==> src/rtl/fft_seq_ctrl_pkg.sv <==
// Shared types for the radix-2 FFT stage sequencer: FSM states, log2n width
// and the read/write-back address pair carried through the write shift line.
package fft_pkg;

  localparam int LOG2N_W = 4;
  // Widest address the pair can carry; instances use the low ADDR_W bits
  localparam int PAIR_AW = 16;

  typedef enum logic [1:0] {
    IDLE,
    ISSUE,
    DRAIN,
    DONE
  } fft_seq_state_e;

  typedef struct packed {
    logic               valid;
    logic [PAIR_AW-1:0] a1;
    logic [PAIR_AW-1:0] a2;
  } fft_pair_t;

endpackage

==> src/rtl/fft_seq_ctrl_if.sv <==
// Control and SRAM-address bundle between the FFT top (master) and the
// stage sequencer (slave).
interface fft_seq_ctrl_if import fft_pkg::*; #(
  parameter int ADDR_W    = 8,
  parameter int MAX_LOG2N = 8
);

  logic                 i_start;
  logic                 i_abort;
  logic [LOG2N_W-1:0]   i_log2n;
  logic                 o_busy;
  logic                 o_done;
  logic                 o_err;
  logic [LOG2N_W-1:0]   o_stage;
  logic                 o_rd_valid;
  logic [ADDR_W-1:0]    o_raddress1;
  logic [ADDR_W-1:0]    o_raddress2;
  logic [MAX_LOG2N-2:0] o_twiddle;
  logic                 o_wr_en;
  logic [ADDR_W-1:0]    o_waddress1;
  logic [ADDR_W-1:0]    o_waddress2;

  modport master (
    output i_start, i_abort, i_log2n,
    input  o_busy, o_done, o_err, o_stage, o_rd_valid, o_raddress1,
           o_raddress2, o_twiddle, o_wr_en, o_waddress1, o_waddress2
  );

  modport slave (
    input  i_start, i_abort, i_log2n,
    output o_busy, o_done, o_err, o_stage, o_rd_valid, o_raddress1,
           o_raddress2, o_twiddle, o_wr_en, o_waddress1, o_waddress2
  );

endinterface

==> src/rtl/fft_seq_ctrl_wb_delay.sv <==
// Write-back shift line: delays the issued read pair by DEPTH cycles so it
// lines up with the butterfly result; flush drops everything in flight.
module fft_wb_delay import fft_pkg::*; #(
  parameter int DEPTH = 4
) (
  input  logic      clk,
  input  logic      rstn,
  input  logic      i_flush,
  input  fft_pair_t i_pair,
  output fft_pair_t o_pair
);

  fft_pair_t r_line [DEPTH];

  always_ff @(posedge clk or negedge rstn) begin
    if (!rstn) begin
      for (int i = 0; i < DEPTH; i++) r_line[i] <= '0;
    end else if (i_flush) begin
      for (int i = 0; i < DEPTH; i++) r_line[i] <= '0;
    end else begin
      r_line[0] <= i_pair;
      for (int i = 1; i < DEPTH; i++) r_line[i] <= r_line[i-1];
    end
  end

  assign o_pair = r_line[DEPTH-1];

endmodule

==> src/rtl/fft_seq_ctrl.sv <==
// In-place DIT radix-2 FFT stage sequencer: one butterfly read pair per cycle,
// drain bubbles between stages, write-back after PIPE_LAT cycles.
//
// state | meaning
// IDLE  | waiting for start; illegal L pulses o_err
// ISSUE | one read pair per cycle, j = 0 .. 2^(L-1)-1
// DRAIN | PIPE_LAT bubble cycles until the stage's last write lands
// DONE  | one-cycle o_done, then back to IDLE
module fft_seq_ctrl import fft_pkg::*; #(
  parameter int ADDR_W    = 8,
  parameter int MAX_LOG2N = 8,
  parameter int PIPE_LAT  = 4
) (
  input  logic          clk,
  input  logic          rstn,
  fft_seq_ctrl_if.slave bus
);

  localparam int JW    = MAX_LOG2N - 1;
  localparam int CNT_W = (PIPE_LAT > 1) ? $clog2(PIPE_LAT) : 1;
  localparam logic [CNT_W-1:0]   CNT_LOAD = CNT_W'(PIPE_LAT - 1);
  localparam logic [CNT_W-1:0]   CNT_ONE  = CNT_W'(1);
  localparam logic [JW-1:0]      J_ONE    = JW'(1);
  localparam logic [LOG2N_W-1:0] L_ONE    = LOG2N_W'(1);
  localparam logic [LOG2N_W-1:0] MAX_L    = LOG2N_W'(MAX_LOG2N);
  localparam logic [ADDR_W-1:0]  A_ONE    = ADDR_W'(1);

  fft_seq_state_e     r_state, w_state_nxt;
  logic [LOG2N_W-1:0] r_l, w_l_nxt, r_s, w_s_nxt;
  logic [JW-1:0]      r_j, w_j_nxt, w_j_last, r_tw, w_tw;
  logic [CNT_W-1:0]   r_cnt, w_cnt_nxt;
  logic               r_busy, w_busy_nxt, r_done, w_done_nxt, r_err, w_err_nxt;
  logic               r_rd_valid, w_valid_nxt, w_flush, w_start_ok;
  logic [ADDR_W-1:0]  r_a1, r_a2, w_half, w_k, w_a1, w_j_ext;
  fft_pair_t          w_rd_pair, w_wb_pair;

  assign w_start_ok = (bus.i_log2n != '0) && (bus.i_log2n <= MAX_L);
  assign w_j_last   = JW'((32'd1 << (r_l - L_ONE)) - 32'd1);

  always_comb begin
    w_state_nxt = r_state;
    w_l_nxt     = r_l;
    w_s_nxt     = r_s;
    w_j_nxt     = r_j;
    w_cnt_nxt   = r_cnt;
    w_busy_nxt  = r_busy;
    w_done_nxt  = 1'b0;
    w_err_nxt   = 1'b0;
    w_valid_nxt = 1'b0;
    w_flush     = 1'b0;
    case (r_state)
      IDLE: begin
        if (bus.i_start) begin
          if (w_start_ok) begin
            w_state_nxt = ISSUE;
            w_l_nxt     = bus.i_log2n;
            w_s_nxt     = '0;
            w_j_nxt     = '0;
            w_valid_nxt = 1'b1;
            w_busy_nxt  = 1'b1;
          end else begin
            w_err_nxt = 1'b1;
          end
        end
      end
      ISSUE: begin
        if (r_j == w_j_last) begin
          w_state_nxt = DRAIN;
          w_cnt_nxt   = CNT_LOAD;
        end else begin
          w_j_nxt     = r_j + J_ONE;
          w_valid_nxt = 1'b1;
        end
      end
      DRAIN: begin
        if (r_cnt == '0) begin
          if (r_s < r_l - L_ONE) begin
            w_state_nxt = ISSUE;
            w_s_nxt     = r_s + L_ONE;
            w_j_nxt     = '0;
            w_valid_nxt = 1'b1;
          end else begin
            w_state_nxt = DONE;
            w_done_nxt  = 1'b1;
          end
        end else begin
          w_cnt_nxt = r_cnt - CNT_ONE;
        end
      end
      DONE: begin
        w_state_nxt = IDLE;
        w_busy_nxt  = 1'b0;
      end
      default: w_state_nxt = IDLE;
    endcase
    // Abort overrides everything, including a start seen in IDLE
    if (bus.i_abort) begin
      w_state_nxt = IDLE;
      w_l_nxt     = r_l;
      w_s_nxt     = r_s;
      w_j_nxt     = r_j;
      w_busy_nxt  = 1'b0;
      w_done_nxt  = 1'b0;
      w_err_nxt   = 1'b0;
      w_valid_nxt = 1'b0;
      w_flush     = 1'b1;
    end
  end

  // Addresses for the pair that becomes visible next cycle
  assign w_half  = A_ONE << w_s_nxt;
  assign w_j_ext = ADDR_W'(w_j_nxt);
  assign w_k     = w_j_ext & (w_half - A_ONE);
  assign w_a1    = ((w_j_ext >> w_s_nxt) << (w_s_nxt + L_ONE)) | w_k;
  assign w_tw    = JW'(w_k << (w_l_nxt - L_ONE - w_s_nxt));

  always_ff @(posedge clk or negedge rstn) begin
    if (!rstn) begin
      r_state    <= IDLE;
      r_l        <= '0;
      r_s        <= '0;
      r_j        <= '0;
      r_cnt      <= '0;
      r_busy     <= 1'b0;
      r_done     <= 1'b0;
      r_err      <= 1'b0;
      r_rd_valid <= 1'b0;
      r_a1       <= '0;
      r_a2       <= '0;
      r_tw       <= '0;
    end else begin
      r_state    <= w_state_nxt;
      r_l        <= w_l_nxt;
      r_s        <= w_s_nxt;
      r_j        <= w_j_nxt;
      r_cnt      <= w_cnt_nxt;
      r_busy     <= w_busy_nxt;
      r_done     <= w_done_nxt;
      r_err      <= w_err_nxt;
      r_rd_valid <= w_valid_nxt;
      if (w_valid_nxt) begin
        r_a1 <= w_a1;
        r_a2 <= w_a1 | w_half;
        r_tw <= w_tw;
      end
    end
  end

  assign w_rd_pair.valid = r_rd_valid;
  assign w_rd_pair.a1    = PAIR_AW'(r_a1);
  assign w_rd_pair.a2    = PAIR_AW'(r_a2);

  fft_wb_delay #(.DEPTH(PIPE_LAT)) u_wb_delay (
    .clk     (clk),
    .rstn    (rstn),
    .i_flush (w_flush),
    .i_pair  (w_rd_pair),
    .o_pair  (w_wb_pair)
  );

  generate
    if (ADDR_W < PAIR_AW) begin : g_pair_hi
      logic w_unused_hi;
      assign w_unused_hi = ^{w_wb_pair.a1[PAIR_AW-1:ADDR_W], w_wb_pair.a2[PAIR_AW-1:ADDR_W]};
    end
  endgenerate

  assign bus.o_busy      = r_busy;
  assign bus.o_done      = r_done;
  assign bus.o_err       = r_err;
  assign bus.o_stage     = r_s;
  assign bus.o_rd_valid  = r_rd_valid;
  assign bus.o_raddress1 = r_a1;
  assign bus.o_raddress2 = r_a2;
  assign bus.o_twiddle   = r_tw;
  assign bus.o_wr_en     = w_wb_pair.valid;
  assign bus.o_waddress1 = w_wb_pair.a1[ADDR_W-1:0];
  assign bus.o_waddress2 = w_wb_pair.a2[ADDR_W-1:0];

endmodule

==> src/flat_wrapper.sv <==
// flat-port wrapper written by rule: the top's interface ports become plain ports
module fft_seq_ctrl_flat import fft_pkg::*;
#(
  parameter int ADDR_W    = 8,
  parameter int MAX_LOG2N = 8,
  parameter int PIPE_LAT  = 4
)
  (clk, rstn, bus_i_start, bus_i_abort, bus_i_log2n, bus_o_busy, bus_o_done, bus_o_err, bus_o_stage, bus_o_rd_valid, bus_o_raddress1, bus_o_raddress2, bus_o_twiddle, bus_o_wr_en, bus_o_waddress1, bus_o_waddress2);
  fft_seq_ctrl_if #(.ADDR_W(ADDR_W), .MAX_LOG2N(MAX_LOG2N)) bus_i ();
  input  logic clk;
  input  logic rstn;
  input wire logic [$bits(bus_i.i_start)-1:0] bus_i_start;
  input wire logic [$bits(bus_i.i_abort)-1:0] bus_i_abort;
  input wire logic [$bits(bus_i.i_log2n)-1:0] bus_i_log2n;
  output wire logic [$bits(bus_i.o_busy)-1:0] bus_o_busy;
  output wire logic [$bits(bus_i.o_done)-1:0] bus_o_done;
  output wire logic [$bits(bus_i.o_err)-1:0] bus_o_err;
  output wire logic [$bits(bus_i.o_stage)-1:0] bus_o_stage;
  output wire logic [$bits(bus_i.o_rd_valid)-1:0] bus_o_rd_valid;
  output wire logic [$bits(bus_i.o_raddress1)-1:0] bus_o_raddress1;
  output wire logic [$bits(bus_i.o_raddress2)-1:0] bus_o_raddress2;
  output wire logic [$bits(bus_i.o_twiddle)-1:0] bus_o_twiddle;
  output wire logic [$bits(bus_i.o_wr_en)-1:0] bus_o_wr_en;
  output wire logic [$bits(bus_i.o_waddress1)-1:0] bus_o_waddress1;
  output wire logic [$bits(bus_i.o_waddress2)-1:0] bus_o_waddress2;
  assign bus_i.i_start = bus_i_start;
  assign bus_i.i_abort = bus_i_abort;
  assign bus_i.i_log2n = bus_i_log2n;
  assign bus_o_busy = bus_i.o_busy;
  assign bus_o_done = bus_i.o_done;
  assign bus_o_err = bus_i.o_err;
  assign bus_o_stage = bus_i.o_stage;
  assign bus_o_rd_valid = bus_i.o_rd_valid;
  assign bus_o_raddress1 = bus_i.o_raddress1;
  assign bus_o_raddress2 = bus_i.o_raddress2;
  assign bus_o_twiddle = bus_i.o_twiddle;
  assign bus_o_wr_en = bus_i.o_wr_en;
  assign bus_o_waddress1 = bus_i.o_waddress1;
  assign bus_o_waddress2 = bus_i.o_waddress2;
  fft_seq_ctrl #(.ADDR_W(ADDR_W), .MAX_LOG2N(MAX_LOG2N), .PIPE_LAT(PIPE_LAT)) u_core (.clk(clk), .rstn(rstn), .bus(bus_i));
endmodule
==> config.mk <==
export PLATFORM = sky130hd
export DESIGN_NAME = fft_seq_ctrl_flat
export DESIGN_NICKNAME = d
export VERILOG_FILES = /design/src/rtl/fft_seq_ctrl_pkg.sv /design/src/rtl/fft_seq_ctrl_if.sv /design/src/rtl/fft_seq_ctrl_wb_delay.sv /design/src/rtl/fft_seq_ctrl.sv /design/src/flat_wrapper.sv
export SDC_FILE = /design/constraint.sdc
export NUM_CORES = 1
export LEC_CHECK = 0
export CORE_MARGIN = 2
export CORE_UTILIZATION = 45
export CTS_CLUSTER_SIZE = 16
export DETAILED_ROUTE_END_ITERATION = 10
export PLACE_DENSITY = 0.73
export SYNTH_ARGS = -nofsm -noshare
export SYNTH_HDL_FRONTEND = slang
export SYNTH_SLANG_ARGS = --single-unit
==> constraint.sdc <==
create_clock -name clk -period 5.13 [get_ports clk]
set_input_delay 1.539 -clock clk [delete_from_list [all_inputs] [get_ports clk]]
set_output_delay 1.539 -clock clk [all_outputs]
set_load 0.05 [all_outputs]
Word-level counts from Yosys, hierarchy flattened
Cells that the tools add are included.
Operators by class
  reductions and logical operators: 9
  $add $sub $neg: 9
  magnitude comparators: 2
  bitwise gates (word level): 3
  eq/ne operators: 10
  multiplexer cells: 48
  shift-type cells: 5
Operator list (count)
  two-way mux 132 bit: 1
  two-way mux 7 bit: 6
  two-way mux 4 bit: 9
  one-hot mux 7 bit (3 select lines): 1
  two-way mux 1 bit: 18
  two-way mux 2 bit: 8
  OR 8 bit: 2
  inequality test 3 x 2 -> 1 bit, second input constant: 3
  adder 4 x 1 -> 4 bit, second input constant: 2
  bitwise AND 7 x 8 -> 8 bit: 1
  one-hot mux 2 bit (4 select lines): 1
  one-hot mux 4 bit (2 select lines): 1
  << shifter 1 x 4 -> 8 bit, first input constant: 1
  << shifter 8 x 4 -> 7 bit: 1
  << shifter 8 x 4 -> 8 bit: 1
  >> shifter 7 x 4 -> 8 bit: 1
  subtractor 4 x 1 -> 4 bit, second input constant: 2
  subtractor 8 x 1 -> 8 bit, second input constant: 1
  adder 7 x 1 -> 7 bit, second input constant: 1
  == test 7 bit: 1
  << shifter 1 x 4 -> 7 bit, first input constant: 1
  subtractor 7 x 1 -> 7 bit, second input constant: 1
  AND reduction 3 bit: 2
  == test 2 bit, second input constant: 2
  other kinds (17): 18
Word-level totals
  logic and storage cells: 110
  register bits after elaboration: 162
  input bits: 8

Longest topological paths before layout
Gate-level depths: netlist of the first run.
  depth after elaboration: 11
  mapped depth: 22

Modules after synthesis
From an unflattened synthesis of the first run, not the netlist that was laid out.
Unflattened totals
  cell total of the unflattened synthesis: 805
  area total of the unflattened synthesis: 8431.8 um2
Modules (own cells, without submodules)
  fft_wb_delay: times used 1, area each 4466.8 um2, cells each 311
  fft_seq_ctrl: times used 1, area each 3965.1 um2, cells each 494

Worst setup path before layout of the first run
Ideal clock, no wire load.
  kind: input -> register
  start point: input bus_i_log2n[1]
  end point: register u_core.r_tw[6], in the netlist u_core.bus.o_twiddle[6]
  stages: 17
  required time: 5061 ps
  path slack: 67 ps
  data arrival time: 4993 ps
  library setup time: 69 ps
  cells stage by stage: o31a_1 > nor3_1 > clkbuf_1 > a221oi_1 > a21oi_1 > clkbuf_1 > ha_1 > clkbuf_1 > nand2_1 > ha_1 > nor4b_1 > nor4b_1 > a21oi_1 > a21oi_1 > mux4_2 > nand2_1 > nand3_1
On the way
  cells in the longest elaborated chain, start to end: 10
  elaborated cells on any way between the ends: 25
  classes of those cells: 3 x add/sub; 1 x order compare; 2 x shift; 16 x mux; 1 x bitwise; 2 x reduce/logical
Ends and longest elaborated chain
  from (decl): line flat_wrapper.sv:14  | input wire logic [$bits(bus_i.i_log2n)-1:0] bus_i_log2n;
  less-or-equal comparator 4 bit / nonzero test 4 bit (equally long branches): line fft_seq_ctrl.sv:37  | assign w_start_ok = (bus.i_log2n != '0) && (bus.i_log2n <= MAX_L);
  logical AND 1 bit: line fft_seq_ctrl.sv:37
  two-way mux 4 bit: line fft_seq_ctrl.sv:54  | if (w_start_ok) begin
  two-way mux 4 bit: line fft_seq_ctrl.sv:53  | if (bus.i_start) begin
  one-hot mux 4 bit (2 select lines): line fft_seq_ctrl.sv:51  | case (r_state)
  two-way mux 4 bit: line fft_seq_ctrl.sv:97  | if (bus.i_abort) begin
  << shifter 1 x 4 -> 8 bit: line fft_seq_ctrl.sv:111  | assign w_half = A_ONE << w_s_nxt;
  subtractor 8 x 1 -> 8 bit: line fft_seq_ctrl.sv:113  | assign w_k = w_j_ext & (w_half - A_ONE);
  bitwise AND 7 x 8 -> 8 bit: line fft_seq_ctrl.sv:113
  << shifter 8 x 4 -> 7 bit: line fft_seq_ctrl.sv:115  | assign w_tw = JW'(w_k << (w_l_nxt - L_ONE - w_s_nxt));
  to (signal assigned): line fft_seq_ctrl.sv:144  | r_tw <= w_tw;
  to (decl): line fft_seq_ctrl.sv:30  | logic [JW-1:0] r_j, w_j_nxt, w_j_last, r_tw, w_tw;
Several ways; a longest one is shown, not always the timed one.
A chain may end at the register's enable or synchronous reset.

Final worst setup path of the first run
Same ends and word-level chain as after synthesis.

==> reports/results.tsv, run 1 <==
stage	metric	value	unit
final_layout	finish.utilization	58.4	%
global_route	grt_first_pass_wirelength	26.2	mm
cts	tritoncts	yes	
final_layout	areaGrowthSynthToFinish	27.3	%
logic_synthesis	synth-edff-count	0	
route	drt-wirelength-per-cell	16.9	µm
pwr	p_leak	3.69	nW
logic_synthesis	synthesis_stage_register_bit_count	114	
logic_synthesis	postSynthNetCount	680	
cts	h-tree-depth	4	
final_layout	ff_latch_area	2850	µm²
die	start_util	45.9	%
sta	fmax	206	MHz
cts	clock_insertion_delay_worst_skew	0.41	ns
cts	tritoncts.num_buffers	17	
critical_path	worstReg2RegStart	u_core.r_l[0]	
die	rows	43	
die	floorplan.die.width	123	µm
logic_synthesis	postSynthCellCount	645	
global_route	antenna_found_initial	0	
route	drc_errors	0	
global_route	gr-usage-all-layers	22.5	%
sta	worst_slew_margin_rel	30.6	%
placement	dp.cells	911	
sta	fin_worst_skew	0.00621	ns
critical_path	setup.worst_path.end_class	register	
hold_path	worst_hold_path_type	register to register	
critical_path	worst_setup_path_startpoint	bus_i_log2n[1]	
placement	post_dp_cell_area	7440	µm²
route	detailedRoute.firstPassIterationCount	6	
sta	final-hold-violation-count	0	
global_route	globalRoute.totalOverflow	0	
final_layout	design.final.nets	785	
cts	ctsRootBufferMaster	sky130_fd_sc_hd__clkbuf_16	
logic_synthesis	post_synth.cell_area_avg	9.84	µm²
route	wl	15.9	mm
final_layout	final_cell_mix	sky130_fd_sc_hd__dfrtp_1, sky130_fd_sc_hd__buf_4, sky130_fd_sc_hd__nor2b_1	
die	io-pin-count	56	
global_route	grt_max_degree	86	
critical_path	worst_setup_path_start_kind	primary input	
sta	fin_crit_sh	94.5	%
route	drt.antenna.violating_nets	0	
sta	fin_max_slew_vios	0	
run	max_cap_violations	0	
critical_path	worstSetupPathType	primary input to register	
logic_synthesis	ys_warn_count	0	
logic_synthesis	yosysTopAreaCell	sky130_fd_sc_hd__dfrtp_1	
die	floorplan.die_area	15100	µm²
route	viasPerCell	5.55	
run_status	run_status	completed	
cts	cts_setup_buffers	0	
die	core_region_area	13800	µm²
critical_path	path_max_fanout	5	
cts	clock_sinks	114	
route	vias	5237	
pwr	worst_ir_drop_vdd	375	µV
cts	clock_path_buffers	2	
placement	numPortBuffers	55	
placement	place_ws	-0.105	ns
logic_synthesis	sequential_area_share_after_synthesis	44.9	%
sta	worst_slew_pin_slew	1.04	ns
global_route	first_global_vias	5269	
final_layout	post_layout_nonfiller_instances	943	
die	die_y	123	µm
critical_path	worst-endpoint-required	5.42	ns
sta	grt_setup_unrepaired	false	
hold_path	min_from	u_core.u_wb_delay.r_line[100]	
sta	worst_slack	0.284	ns
pwr	power-per-cell-area	580	nW/µm²
logic_synthesis	netlist.area_leader.share	44.9	%
logic_synthesis	synthArstFlopShare	100	%
placement	place.detailed.hpwl	11.5	mm
cts	clk_transition_reported_paths	0.06	ns
sta	final-setup-viol-count	0	
route	dr.first_iter.drc_count	377	
final_layout	final_layout_size_suffix_gt1_share	18.1	%
final_layout	mostFrequentLayoutCell	sky130_fd_sc_hd__dfrtp_1	
logic_synthesis	syn-cell-area	6350	µm²
logic_synthesis	synth.area.top_cells	sky130_fd_sc_hd__dfrtp_1, sky130_fd_sc_hd__nor2b_1, sky130_fd_sc_hd__ha_1	
final_layout	nFillCells	1151	
final_layout	area_of_the_multi_input_gates	3190	µm²
logic_synthesis	synthDistinctLibCells	82	
critical_path	cp.arrival	5.14	ns
pwr	fin_total_pwr	0.00469	W
final_layout	layout.cell_area.non_filler	8080	µm²
placement	finalWeightedCongestion	0.915	
final_layout	num_antenna_cells	0	
logic_synthesis	postSynth.topFlopCell	sky130_fd_sc_hd__dfrtp_1	
sta	finalWorstPathRequiredPeriod	4.85	ns
## where the power goes
| group | internal (W) | switching [W] |
|---|---|---|
| Clock | 0.000729 | 0.000450 |
| Sequential | 0.00107 | 0.000138 |
| Combinational | 0.000921 | 0.00138 |
| Total | 0.00272 | 0.00197 |
## metrics by stage
stage | hold slack, ns | setup TNS (ns)
floorplan | 0.439 | 0
global placement | 0.440 | 0
detailed placement | 0.447 | -0.122
CTS | 0.461 | 0
global route | 0.488 | 0
finish | 0.461 | 0
## registers in the layout (all words and copies together), names as in the netlist
name,count
u_core.r_l,4
u_core.bus.o_twiddle,7
u_core.bus.o_raddress1,8
u_core.bus.o_done,1
u_core.u_wb_delay.r_line,51
u_core.r_cnt,2
u_core.bus.o_err,1
u_core.bus.o_stage,4
u_core.bus.o_busy,1
u_core.r_j,7
u_core.u_wb_delay.o_pair,17
u_core.bus.o_raddress2,8
u_core.bus.o_rd_valid,1
u_core.r_state,2
## cell usage after synthesis (all sizes together) (3+ instances only)
cell / instances
o21ai: 22
mux2i: 8
a211oi: 4
nand3: 12
o31a: 5
o21a: 9
a2111oi: 3
or3: 6
dfrtp: 114
nand2: 47
or2: 3
nor3b: 3
nor4: 6
a21oi: 24
xor2: 5
nor2: 46
and2: 9
inv: 25
clkbuf: 25
o221ai: 3
o211ai: 5
o31ai: 3
and3: 10
o41ai: 3
nor2b: 75
buf: 20
ha: 26
a22o: 3
o22a: 6
o311ai: 5
a21o: 4
a2bb2oi: 3
o21bai: 3
xnor2: 10
nand4: 3
a31oi: 15
mux2: 5
nor3: 17
a32oi: 3
nand2b: 6
nand3b: 4
## final cells by class
type	count	share of cell area [%]
multi-input combinational	459	39.5
inverter	27	1.25
timing repair buffer	131	13.8
clock inverter	15	2.12
clock buffer	17	5.26
sequential	114	35.3
tap	180	2.79
## critical path: stages
cell and delay [ns]:
sky130_fd_sc_hd__clkdlybuf4s50_1 0.44, sky130_fd_sc_hd__nor4_1 0.29, sky130_fd_sc_hd__buf_4 0.16, sky130_fd_sc_hd__nor3b_1 0.05, sky130_fd_sc_hd__nand2b_1 0.21, sky130_fd_sc_hd__a221oi_1 0.33
sky130_fd_sc_hd__a21oi_1 0.15, sky130_fd_sc_hd__buf_4 0.17, sky130_fd_sc_hd__ha_1 0.20, sky130_fd_sc_hd__and2_1 0.15, sky130_fd_sc_hd__inv_1 0.06, sky130_fd_sc_hd__ha_1 0.22
sky130_fd_sc_hd__nor4b_2 0.25, sky130_fd_sc_hd__nor4b_1 0.08, sky130_fd_sc_hd__a21oi_1 0.13, sky130_fd_sc_hd__a21oi_1 0.09, sky130_fd_sc_hd__mux4_2 0.47, sky130_fd_sc_hd__nand2_1 0.07
sky130_fd_sc_hd__nand3_1 0.07
## path summary, 6_finish.rpt
check                           slack (ns)                           end  cells past startpoint
worst min-delay path                  0.46  u_core.u_wb_delay.r_line[67]                      1
worst min register to register        0.46  u_core.u_wb_delay.r_line[67]                      1
worst max-delay path                  0.28       u_core.bus.o_twiddle[6]                     19
max in group asynchronous             2.83     u_core.bus.o_raddress2[5]                      2
min in group asynchronous             1.31              u_core.bus.o_err                      1
worst max register to register        0.34     u_core.bus.o_raddress1[7]                     19
## per-layer routing
| layer | global-route usage, % | vias up | part of all wire, % |
|---|---|---|---|
| li1 | - | 2497 | - |
| met1 | 28.8 | 2567 | 45 |
| met2 | 37.4 | 149 | 49 |
| met3 | 4.55 | 24 | 4.1 |
| met4 | 8.41 | 0 | 1.8 |
| met5 | 0 | - | 0 |
## kinds of logic (layout without fill, tap and decap cells)
| kind of cell | Yosys count | count (layout) | synth area share [%] |
|---|---|---|---|
| AOI/OAI and AO/OA | 145 | 145 | 16.7 |
| xor gates and xnor gates | 16 | 16 | 2.54 |
| adders and majority gates | 27 | 27 | 5.44 |
| buffers and inverters | 72 | 190 | 5.46 |
| DFF | 114 | 114 | 44.9 |
| muxes | 14 | 14 | 2.62 |
| and+or+nand+nor | 257 | 257 | 22.3 |
## what timing repair did
| action | in CTS | in global routing |
|---|---|---|
| resized for setup | 0 | 10 |
| endpoints found under the setup margin | 0 | 18 |
| hold buffers | 0 | 0 |
Note: power is estimated with default switching activity, not from simulation.
==> run 2: changes to the inputs <==
--- a/config.mk
+++ b/config.mk
@@ -7,7 +7,6 @@
 export LEC_CHECK = 0
 export CORE_MARGIN = 2
 export CORE_UTILIZATION = 45
-export CTS_CLUSTER_SIZE = 16
 export DETAILED_ROUTE_END_ITERATION = 10
 export PLACE_DENSITY = 0.73
 export SYNTH_ARGS = -nofsm -noshare
==> results of run 2 <==
The final DEF is identical to that of run 1; final timing and power are the same.
